File: src/rtl/hdmi_pic_pkg.sv
// hdmi_pic_pkg: shared types and defaults for the picture fetch path.
// Holds the pixel type, window geometry and the ROM read latency.
package hdmi_pic_pkg;

  localparam int ADDR_W  = 16;
  localparam int DATA_W  = 24;
  localparam int POS_W   = 12;

  localparam int IMG_W   = 256;
  localparam int IMG_H   = 256;
  localparam int X0      = 512;
  localparam int Y0      = 232;

  // Address latch plus output register inside the ROM wrapper.
  localparam int ROM_LAT = 2;

  typedef logic [23:0] rgb_t;

  localparam rgb_t BG_COLOR = 24'h000000;

  // Sideband carried alongside the ROM read.
  typedef struct packed {
    logic win;
    logic de;
    logic hs;
    logic vs;
  } vid_ctl_t;

endpackage

File: src/rtl/hdmi_pic_fetch_if.sv
// hdmi_pic_fetch_if: timing-in, ROM and encoder-out bundle.
// slave = fetch block view, master = timing gen / ROM / encoder view.
interface hdmi_pic_fetch_if #(
  parameter int ADDR_W = hdmi_pic_pkg::ADDR_W,
  parameter int DATA_W = hdmi_pic_pkg::DATA_W,
  parameter int POS_W  = hdmi_pic_pkg::POS_W
) ();

  logic [POS_W-1:0]  pix_x;
  logic [POS_W-1:0]  pix_y;
  logic              de_in;
  logic              hs_in;
  logic              vs_in;
  logic [ADDR_W-1:0] rom_addr;
  logic [DATA_W-1:0] rom_data;
  logic [DATA_W-1:0] rgb_out;
  logic              de_out;
  logic              hs_out;
  logic              vs_out;
  logic              frame_done;

  modport slave (
    input  pix_x,
    input  pix_y,
    input  de_in,
    input  hs_in,
    input  vs_in,
    input  rom_data,
    output rom_addr,
    output rgb_out,
    output de_out,
    output hs_out,
    output vs_out,
    output frame_done
  );

  modport master (
    output pix_x,
    output pix_y,
    output de_in,
    output hs_in,
    output vs_in,
    output rom_data,
    input  rom_addr,
    input  rgb_out,
    input  de_out,
    input  hs_out,
    input  vs_out,
    input  frame_done
  );

endinterface

File: src/rtl/sig_delay_line.sv
// sig_delay_line: DEPTH-stage shift register, async reset to 0.
// Ports: clk, rst, d_i (WIDTH) in, q_o (WIDTH) = d_i delayed DEPTH clocks.
module sig_delay_line #(
  parameter int WIDTH = 4,
  parameter int DEPTH = 2
) (
  input  logic             clk,
  input  logic             rst,
  input  logic [WIDTH-1:0] d_i,
  output logic [WIDTH-1:0] q_o
);

  logic [WIDTH-1:0] sr_q [DEPTH];

  always_ff @(posedge clk or posedge rst) begin
    if (rst) begin
      for (int i = 0; i < DEPTH; i++) begin
        sr_q[i] <= '0;
      end
    end else begin
      sr_q[0] <= d_i;
      for (int i = 1; i < DEPTH; i++) begin
        sr_q[i] <= sr_q[i-1];
      end
    end
  end

  assign q_o = sr_q[DEPTH-1];

endmodule

File: src/rtl/hdmi_pic_fetch.sv
// hdmi_pic_fetch: addresses the picture ROM inside a fixed window and
// realigns de/hs/vs to the ROM latency (3 clocks input to output).
// Ports: clk, rst (async, high); bus (slave): pix_x/pix_y/de/hs/vs in,
// rom_addr/rom_data, rgb_out/de_out/hs_out/vs_out, frame_done out.
module hdmi_pic_fetch #(
  parameter int   ADDR_W   = hdmi_pic_pkg::ADDR_W,
  parameter int   DATA_W   = hdmi_pic_pkg::DATA_W,
  parameter int   POS_W    = hdmi_pic_pkg::POS_W,
  parameter int   IMG_W    = hdmi_pic_pkg::IMG_W,
  parameter int   IMG_H    = hdmi_pic_pkg::IMG_H,
  parameter int   X0       = hdmi_pic_pkg::X0,
  parameter int   Y0       = hdmi_pic_pkg::Y0,
  parameter int   ROM_LAT  = hdmi_pic_pkg::ROM_LAT,
  parameter logic [DATA_W-1:0] BG_COLOR = hdmi_pic_pkg::BG_COLOR,
  parameter logic VS_ACT   = 1'b1
) (
  input  logic clk,
  input  logic rst,
  hdmi_pic_fetch_if.slave bus
);

  import hdmi_pic_pkg::vid_ctl_t;

  localparam int PW = POS_W + 1;

  // One extra bit so X0+IMG_W / Y0+IMG_H cannot wrap.
  localparam logic [POS_W:0] X_LO = PW'(X0);
  localparam logic [POS_W:0] X_HI = PW'(X0 + IMG_W);
  localparam logic [POS_W:0] Y_LO = PW'(Y0);
  localparam logic [POS_W:0] Y_HI = PW'(Y0 + IMG_H);

  localparam logic [ADDR_W-1:0] LAST =
    ADDR_W'(IMG_W * IMG_H - 1);

  logic [POS_W:0]    px;
  logic [POS_W:0]    py;
  logic              in_win;
  logic              frame_start;
  logic              vs_q;
  logic [ADDR_W-1:0] addr_q;
  logic [ADDR_W-1:0] addr_d;
  logic              done_q;
  logic              done_d;

  assign px = {1'b0, bus.pix_x};
  assign py = {1'b0, bus.pix_y};

  assign in_win = bus.de_in
                & (px >= X_LO) & (px < X_HI)
                & (py >= Y_LO) & (py < Y_HI);

  // Edge of vs into its active level, against last cycle's vs.
  assign frame_start = (bus.vs_in == VS_ACT)
                     & (vs_q != VS_ACT);

  always_comb begin
    addr_d = addr_q;
    done_d = 1'b0;
    if (frame_start) begin
      addr_d = '0;
    end else if (in_win) begin
      if (addr_q == LAST) begin
        addr_d = '0;
        done_d = 1'b1;
      end else begin
        addr_d = addr_q + ADDR_W'(1);
      end
    end
  end

  always_ff @(posedge clk or posedge rst) begin
    if (rst) begin
      vs_q   <= 1'b0;
      addr_q <= '0;
      done_q <= 1'b0;
    end else begin
      vs_q   <= bus.vs_in;
      addr_q <= addr_d;
      done_q <= done_d;
    end
  end

  assign bus.rom_addr   = addr_q;
  assign bus.frame_done = done_q;

  vid_ctl_t ctl_in;
  vid_ctl_t ctl_dly;

  assign ctl_in = '{
    win: in_win,
    de:  bus.de_in,
    hs:  bus.hs_in,
    vs:  bus.vs_in
  };

  sig_delay_line #(
    .WIDTH ($bits(vid_ctl_t)),
    .DEPTH (ROM_LAT)
  ) u_dly (
    .clk (clk),
    .rst (rst),
    .d_i (ctl_in),
    .q_o (ctl_dly)
  );

  logic [DATA_W-1:0] rgb_q;
  logic              de_q;
  logic              hs_q;
  logic              vs_o_q;

  always_ff @(posedge clk or posedge rst) begin
    if (rst) begin
      rgb_q  <= '0;
      de_q   <= 1'b0;
      hs_q   <= 1'b0;
      vs_o_q <= 1'b0;
    end else begin
      rgb_q  <= ctl_dly.win ? bus.rom_data : BG_COLOR;
      de_q   <= ctl_dly.de;
      hs_q   <= ctl_dly.hs;
      vs_o_q <= ctl_dly.vs;
    end
  end

  assign bus.rgb_out = rgb_q;
  assign bus.de_out  = de_q;
  assign bus.hs_out  = hs_q;
  assign bus.vs_out  = vs_o_q;

endmodule

File: src/flat_wrapper.sv
// flat-port wrapper written by rule: the top's interface ports become plain ports
module hdmi_pic_fetch_flat import hdmi_pic_pkg::vid_ctl_t;
#(
  parameter int   ADDR_W   = hdmi_pic_pkg::ADDR_W,
  parameter int   DATA_W   = hdmi_pic_pkg::DATA_W,
  parameter int   POS_W    = hdmi_pic_pkg::POS_W,
  parameter int   IMG_W    = hdmi_pic_pkg::IMG_W,
  parameter int   IMG_H    = hdmi_pic_pkg::IMG_H,
  parameter int   X0       = hdmi_pic_pkg::X0,
  parameter int   Y0       = hdmi_pic_pkg::Y0,
  parameter int   ROM_LAT  = hdmi_pic_pkg::ROM_LAT,
  parameter logic [DATA_W-1:0] BG_COLOR = hdmi_pic_pkg::BG_COLOR,
  parameter logic VS_ACT   = 1'b1
)
  (clk, rst, bus_pix_x, bus_pix_y, bus_de_in, bus_hs_in, bus_vs_in, bus_rom_data, bus_rom_addr, bus_rgb_out, bus_de_out, bus_hs_out, bus_vs_out, bus_frame_done);
  hdmi_pic_fetch_if #(.ADDR_W(ADDR_W), .DATA_W(DATA_W), .POS_W(POS_W)) bus_i ();
  input  logic clk;
  input  logic rst;
  input wire logic [$bits(bus_i.pix_x)-1:0] bus_pix_x;
  input wire logic [$bits(bus_i.pix_y)-1:0] bus_pix_y;
  input wire logic [$bits(bus_i.de_in)-1:0] bus_de_in;
  input wire logic [$bits(bus_i.hs_in)-1:0] bus_hs_in;
  input wire logic [$bits(bus_i.vs_in)-1:0] bus_vs_in;
  input wire logic [$bits(bus_i.rom_data)-1:0] bus_rom_data;
  output wire logic [$bits(bus_i.rom_addr)-1:0] bus_rom_addr;
  output wire logic [$bits(bus_i.rgb_out)-1:0] bus_rgb_out;
  output wire logic [$bits(bus_i.de_out)-1:0] bus_de_out;
  output wire logic [$bits(bus_i.hs_out)-1:0] bus_hs_out;
  output wire logic [$bits(bus_i.vs_out)-1:0] bus_vs_out;
  output wire logic [$bits(bus_i.frame_done)-1:0] bus_frame_done;
  assign bus_i.pix_x = bus_pix_x;
  assign bus_i.pix_y = bus_pix_y;
  assign bus_i.de_in = bus_de_in;
  assign bus_i.hs_in = bus_hs_in;
  assign bus_i.vs_in = bus_vs_in;
  assign bus_i.rom_data = bus_rom_data;
  assign bus_rom_addr = bus_i.rom_addr;
  assign bus_rgb_out = bus_i.rgb_out;
  assign bus_de_out = bus_i.de_out;
  assign bus_hs_out = bus_i.hs_out;
  assign bus_vs_out = bus_i.vs_out;
  assign bus_frame_done = bus_i.frame_done;
  hdmi_pic_fetch #(.ADDR_W(ADDR_W), .DATA_W(DATA_W), .POS_W(POS_W), .IMG_W(IMG_W), .IMG_H(IMG_H), .X0(X0), .Y0(Y0), .ROM_LAT(ROM_LAT), .BG_COLOR(BG_COLOR), .VS_ACT(VS_ACT)) u_core (.clk(clk), .rst(rst), .bus(bus_i));
endmodule
File: config.mk
export PLATFORM = sky130hd
export DESIGN_NAME = hdmi_pic_fetch_flat
export DESIGN_NICKNAME = d
export VERILOG_FILES = /design/src/rtl/hdmi_pic_pkg.sv /design/src/rtl/hdmi_pic_fetch_if.sv /design/src/rtl/sig_delay_line.sv /design/src/rtl/hdmi_pic_fetch.sv /design/src/flat_wrapper.sv
export SDC_FILE = /design/constraint.sdc
export NUM_CORES = 1
export LEC_CHECK = 0
export CORE_UTILIZATION = 40
export DETAILED_ROUTE_END_ITERATION = 12
export GPL_ROUTABILITY_DRIVEN = 0
export PLACE_DENSITY = 0.79
export SYNTH_ARGS = -nofsm -noshare
export SYNTH_HDL_FRONTEND = slang
export SYNTH_SLANG_ARGS = --single-unit
export TNS_END_PERCENT = 10
File: constraint.sdc
create_clock -name clk -period 2.2 [get_ports clk]
set_input_delay 0.44 -clock clk [delete_from_list [all_inputs] [get_ports clk]]
set_output_delay 0.44 -clock clk [all_outputs]
set_load 0.01 [all_outputs]
# ---- Word level (Yosys, flattened, before mapping)
# Index checks and enable logic that the tools add are counted.
dict set report totals {
  ff_bits 53
  input_bits 53
  output_inout_bits 44
  elab_cells 29
}
dict set report op_classes {
  addsub 1
  order_cmp 4
  n_eq_ne 1
  n_mux 7
  bitwise_logic 6
  n_reduce_logical 1
}
# operator n
set ops {}
lappend ops {{2-to-1 mux 16 bit} 3}
lappend ops {{2-to-1 mux 24 bit} 1}
lappend ops {{adder 16 x 1 -> 16 bit (second input constant)} 1}
lappend ops {{== test 16 bit (second input constant)} 1}
lappend ops {{greater-or-equal comparator 12 x 10 -> 1 bit (second input constant)} 1}
lappend ops {{greater-or-equal comparator 12 x 8 -> 1 bit (second input constant)} 1}
lappend ops {{less-than comparator 12 x 10 -> 1 bit (second input constant)} 1}
lappend ops {{less-than comparator 12 x 9 -> 1 bit (second input constant)} 1}
lappend ops {{AND 1 bit} 5}
lappend ops {{2-to-1 mux 1 bit} 3}
lappend ops {{nonzero test 2 bit} 1}
lappend ops {{inverter 1 bit} 1}

# ---- Depth between registers and ports, before layout
dict set report depth {
  ltp_word 7
  ltp_mapped 7
  mapped_depth_nobuf 6
}

# ---- By module
# From an unflattened synthesis, not the netlist that was laid out.
dict set report hier_totals {
  cells_unflattened 174
  area_unflattened_um2 2157.1
}
# module instances cells_per_inst area_each_um2
set modules_own_cells {}
lappend modules_own_cells {hdmi_pic_fetch 1 161 1923.1}
lappend modules_own_cells {sig_delay_line 1 13 234.0}

# ---- Worst setup path before layout
# No wires, ideal clock.
dict set report synth_path {
  path_kind {reg2reg}
  from {register u_core.addr_q[0] (netlist: u_core.bus.rom_addr[0])}
  to {register u_core.addr_q[11] (netlist: u_core.bus.rom_addr[11])}
  setup_ns 0.118
  t_arrival_ns 1.912
  required_time_ns 2.082
  setup_slack_ns 0.170
  path_stages_with_launch 8
  synth_period_minus_slack_ns 2.030
  path_cell_list {dfrtp_1 -> ha_1 -> nand2_1 -> or3_1 -> buf_6 -> o31a_4 -> a21o_1 -> a21o_1}
}
dict set report synth_between {
  elab_chain_len 4
}
# element line
set synth_lines {}
lappend synth_lines {{from (decl)} hdmi_pic_fetch.sv:40} ;# logic [ADDR_W-1:0] addr_q;
lappend synth_lines {{from (signal assigned)} hdmi_pic_fetch.sv:78} ;# addr_q <= addr_d;
lappend synth_lines {{adder 16 x 1 -> 16 bit / == test 16 bit (equally long branches)} {hdmi_pic_fetch.sv:66, hdmi_pic_fetch.sv:62}}
lappend synth_lines {{2-to-1 mux 16 bit (*)} hdmi_pic_fetch.sv:62} ;# if (addr_q == LAST) begin
lappend synth_lines {{2-to-1 mux 16 bit (*)} hdmi_pic_fetch.sv:61} ;# end else if (in_win) begin
lappend synth_lines {{2-to-1 mux 16 bit (*)} hdmi_pic_fetch.sv:59} ;# if (frame_start) begin
# Every way passes the cells marked *; elsewhere a longest branch is shown, timed or not. The select of a mux whose other input is x is not followed.
# A chain may end at the register's enable or synchronous reset.

# ---- Final worst setup path
dict set report layout_path {
  from {register u_core.addr_q[6] (netlist: u_core.bus.rom_addr[6])}
  to {register u_core.addr_q[13] (netlist: u_core.bus.rom_addr[13])}
}
# Same word-level chain as after synthesis.

==> results.md <==
* WL/cell at 13.38 microns
* Initial antenna violation count at 0
* Nets at 331
* Min-Delay Endpoint: u_core.u_dly.q_o[3]$_DFF_PP0_
* R2R depth at 6
* Multi-input logic area at 678.2 sq um
* Cts hold-fix bufs at 0
* Element type at the critical path start: flip-flop
* CTS tree: yes
* Final setup fails at 0
* WP buf/inv at 1
* Worst skew pair latency at 0.31 ns
* CTS Sinks at 52
* Biggest cell delay along the critical path at 0.48 ns
* Worst Clk Skew at 0.002610 ns
* Reg clk slew, reported paths at 0.09 ns
* PostCTS Resize Cnt at 0
* Tot Pwr at 0.001679 W
* RSZ-0062 raised after global routing: no
* First-pass GRT wire length at 7.210 mm
* Worst Hold Depth at 0
* Worst-path fanout max at 9
* Drt pass-1 iters at 4
* Via density at 4.890
* TritonCTS Buffers at 5
* Worst hold path class: flip-flop to flip-flop
* Ys Warns at 0
* Period utilization at 0.9323
* FP Rows at 25
* Status: finished clean
* Ports at 97
* DRC at 0
* Post-synthesis cell count at 168
* Min Tclk post-route at 2.051 ns
* Routed wire length at 4.616 mm
* Vias in the first global route at 1,515
* Core area at 0.004786 sq mm
* Die ar. at 0.005359 sq mm
* Most frequent cells in the layout: 85 x clkdlybuf4s50_1, 52 x dfrtp_1, 24 x and2_1, 20 x buf_4, 12 x nand3_1
* Arr. time, crit path at 2.25 ns
* Reg-to-reg slack, setup at 0.15 ns
* Gr usage total at 0.1800
* Mapped Area at 0.002028 sq mm
* Rel. slew slack at 0.6748
* # H-tree levels at 2
* Non-filler cells, final at 345
* Worst Setup End Kind: flip-flop
* Remaining antenna violation count at 0
* Mapped Nets at 222
* Root Buffer: clkbuf_8
* Worst-Margin Slew at 0.4834 ns
* PD cells at 524.1 mW/mm^2
* Fmax at 487.5 MHz
* Fraction of layout cells with a size suffix above 1 at 0.1187
* Final hold viol count at 0
* Yosys reg bits at 52
* Chip width at 73.21 microns
* Placed cells at 337
* Slew Viols, Final at 0
* FF-to-FF End: u_core.bus.rom_addr[13]$_DFFE_PP0P_
* CP required at 2.40 ns
* Beginning of the worst hold path: u_core.u_dly.sr_q[7]$_DFF_PP0_
* Port Buffers at 85
* CP Class: flip-flop to flip-flop
* Final TNS setup at 0 ns
* Starting Density at 0.4238
* Maximum vdd drop at 0.2475 mV
* Initial drt markers at 51
* Post-DP HPWL at 3.385 mm
* Fillcell total at 375
* Leading cell type in the layout, fill and taps excluded: clkdlybuf4s50_1
* Worst r2r src: u_core.bus.rom_addr[6]$_DFFE_PP0P_
* Delay-heaviest family, CP: compound AO/OA/AOI/OAI gates
* Pleak at 1.397 nW
* Routed via count at 1,687
* Post-synthesis sequential area ratio at 0.6416
* Ant diodes at 0
* Avg Synthesized Cell Area at 12.07 sq um
* CTS Buffer Depth at 2
* CP max stage cell: or3_1
* Post-CTS Repair Setup Buffers at 0
* Library cells used by synthesis at 35
* Register area at 0.001301 sq mm
* Max cap viols at 0
* DIE HEIGHT at 73.21 microns
* Total grt overflow at 0
* Pin count of the biggest net entering global routing at 53
* CP cell instances: nand4_1 -> or3_1 -> buf_4 -> o31ai_4 -> o22ai_1 -> o2bb2ai_1
* Synth-to-layout area growth at 57.93%
-- cell families after synthesis --
logic type / count (synthesis) / synth area share
and+or+nand+nor: 73 / 0.2054
DFF: 52 / 0.6416
AOI/OAI and AO/OA: 29 / 0.1098
buffers and inverters: 10 / 0.02406
xor gates and xnor gates: 3 / 0.01296
adders and majority gates: 1 / 0.006168
-- registers in the layout, indices dropped and copies added (netlist names) --
| name | flops |
|---|---|
| u_core.bus.rgb_out | 24 |
| u_core.bus.rom_addr | 16 |
| u_core.u_dly.q_o | 4 |
| u_core.u_dly.sr_q | 4 |
| u_core.bus.de_out | 1 |
| u_core.bus.frame_done | 1 |
| u_core.bus.hs_out | 1 |
| u_core.bus.vs_out | 1 |
-- per-stage QoR --
stage | hold slack (ns) | utilization | cell area [sq um] | setup WS (ns)
detailed placement | 0.3356 | 0.6492 | 3107 | -0.1361
CTS | 0.3597 | 0.6693 | 3203 | 0.1613
floorplan | 0.3312 | - | 2028 | 0.1699
finish | 0.3545 | 0.6693 | 3203 | 0.1489
global placement | 0.3314 | 0.6492 | 3107 | -0.1376
global route | 0.3619 | 0.6693 | 3203 | 0.04472
-- per-layer routing --
metal / part of all wire / GRT usage / vias up
met5: 0 / 0 / -
met2: 0.47 / 0.2953 / 74
met4: 0.014 / 0.07190 / 0
met1: 0.43 / 0.2211 / 792
met3: 0.084 / 0.05525 / 7
li1: - / - / 814
-- final cells by class --
| class | count | share of cell area |
|---|---|---|
| flip-flops and latches | 52 | 0.4063 |
| repair buffers | 106 | 0.3188 |
| multi-input cells | 106 | 0.2117 |
| well taps | 67 | 0.02617 |
| clock buffers | 5 | 0.02148 |
| clock inverters | 3 | 0.008594 |
| inverters | 6 | 0.007031 |
-- Yosys cell counts, drive strengths merged --
cell | instances | area share
nand2b | 4 | 0.012
o311ai | 1 | 0.0043
or3 | 2 | 0.0062
and2 | 24 | 0.074
o31a | 1 | 0.0086
o2111ai | 1 | 0.0043
o31ai | 3 | 0.018
o22ai | 3 | 0.0093
or2 | 1 | 0.0031
o41ai | 1 | 0.0043
ha | 1 | 0.0062
nor3 | 3 | 0.0074
nand3 | 13 | 0.035
nor2 | 5 | 0.0093
xnor2 | 2 | 0.0086
dfrtp | 52 | 0.64
or4 | 4 | 0.015
and3 | 1 | 0.0031
inv | 6 | 0.011
o21ai | 5 | 0.012
o21a | 1 | 0.0037
nor4 | 5 | 0.015
o2bb2ai | 3 | 0.013
a21oi | 4 | 0.0099
a21o | 4 | 0.015
nor2b | 1 | 0.0031
xor2 | 1 | 0.0043
clkbuf | 2 | 0.0037
buf | 2 | 0.0093
o211ai | 2 | 0.0074
nand2 | 7 | 0.013
nand4 | 3 | 0.0093
-- worst max-delay path by stage --
stage | startpoint | to | slack [ns] | cells past startpoint
2_1_floorplan | u_core.bus.rom_addr[0]$_DFFE_PP0P_ | u_core.bus.rom_addr[11]$_DFFE_PP0P_ | 0.17 | 7
3_3_place_gp | bus_pix_x[10] | u_core.bus.rom_addr[3]$_DFFE_PP0P_ | -0.14 | 6
3_5_place_dp | bus_pix_x[10] | u_core.bus.rom_addr[7]$_DFFE_PP0P_ | -0.14 | 6
4_1_cts | u_core.bus.rom_addr[6]$_DFFE_PP0P_ | u_core.bus.rom_addr[13]$_DFFE_PP0P_ | 0.16 | 6
5_1_grt | u_core.bus.rom_addr[6]$_DFFE_PP0P_ | u_core.bus.rom_addr[13]$_DFFE_PP0P_ | 0.04 | 6
6_report | u_core.bus.rom_addr[6]$_DFFE_PP0P_ | u_core.bus.rom_addr[13]$_DFFE_PP0P_ | 0.15 | 6
-- power by group --
| part | switching (W) | internal, W |
|---|---|---|
| Combinational | 0.0000525 | 0.0000903 |
| Sequential | 0.00000519 | 0.000966 |
| Clock | 0.000331 | 0.000234 |
No activity file was read; power rests on OpenSTA's default activity.
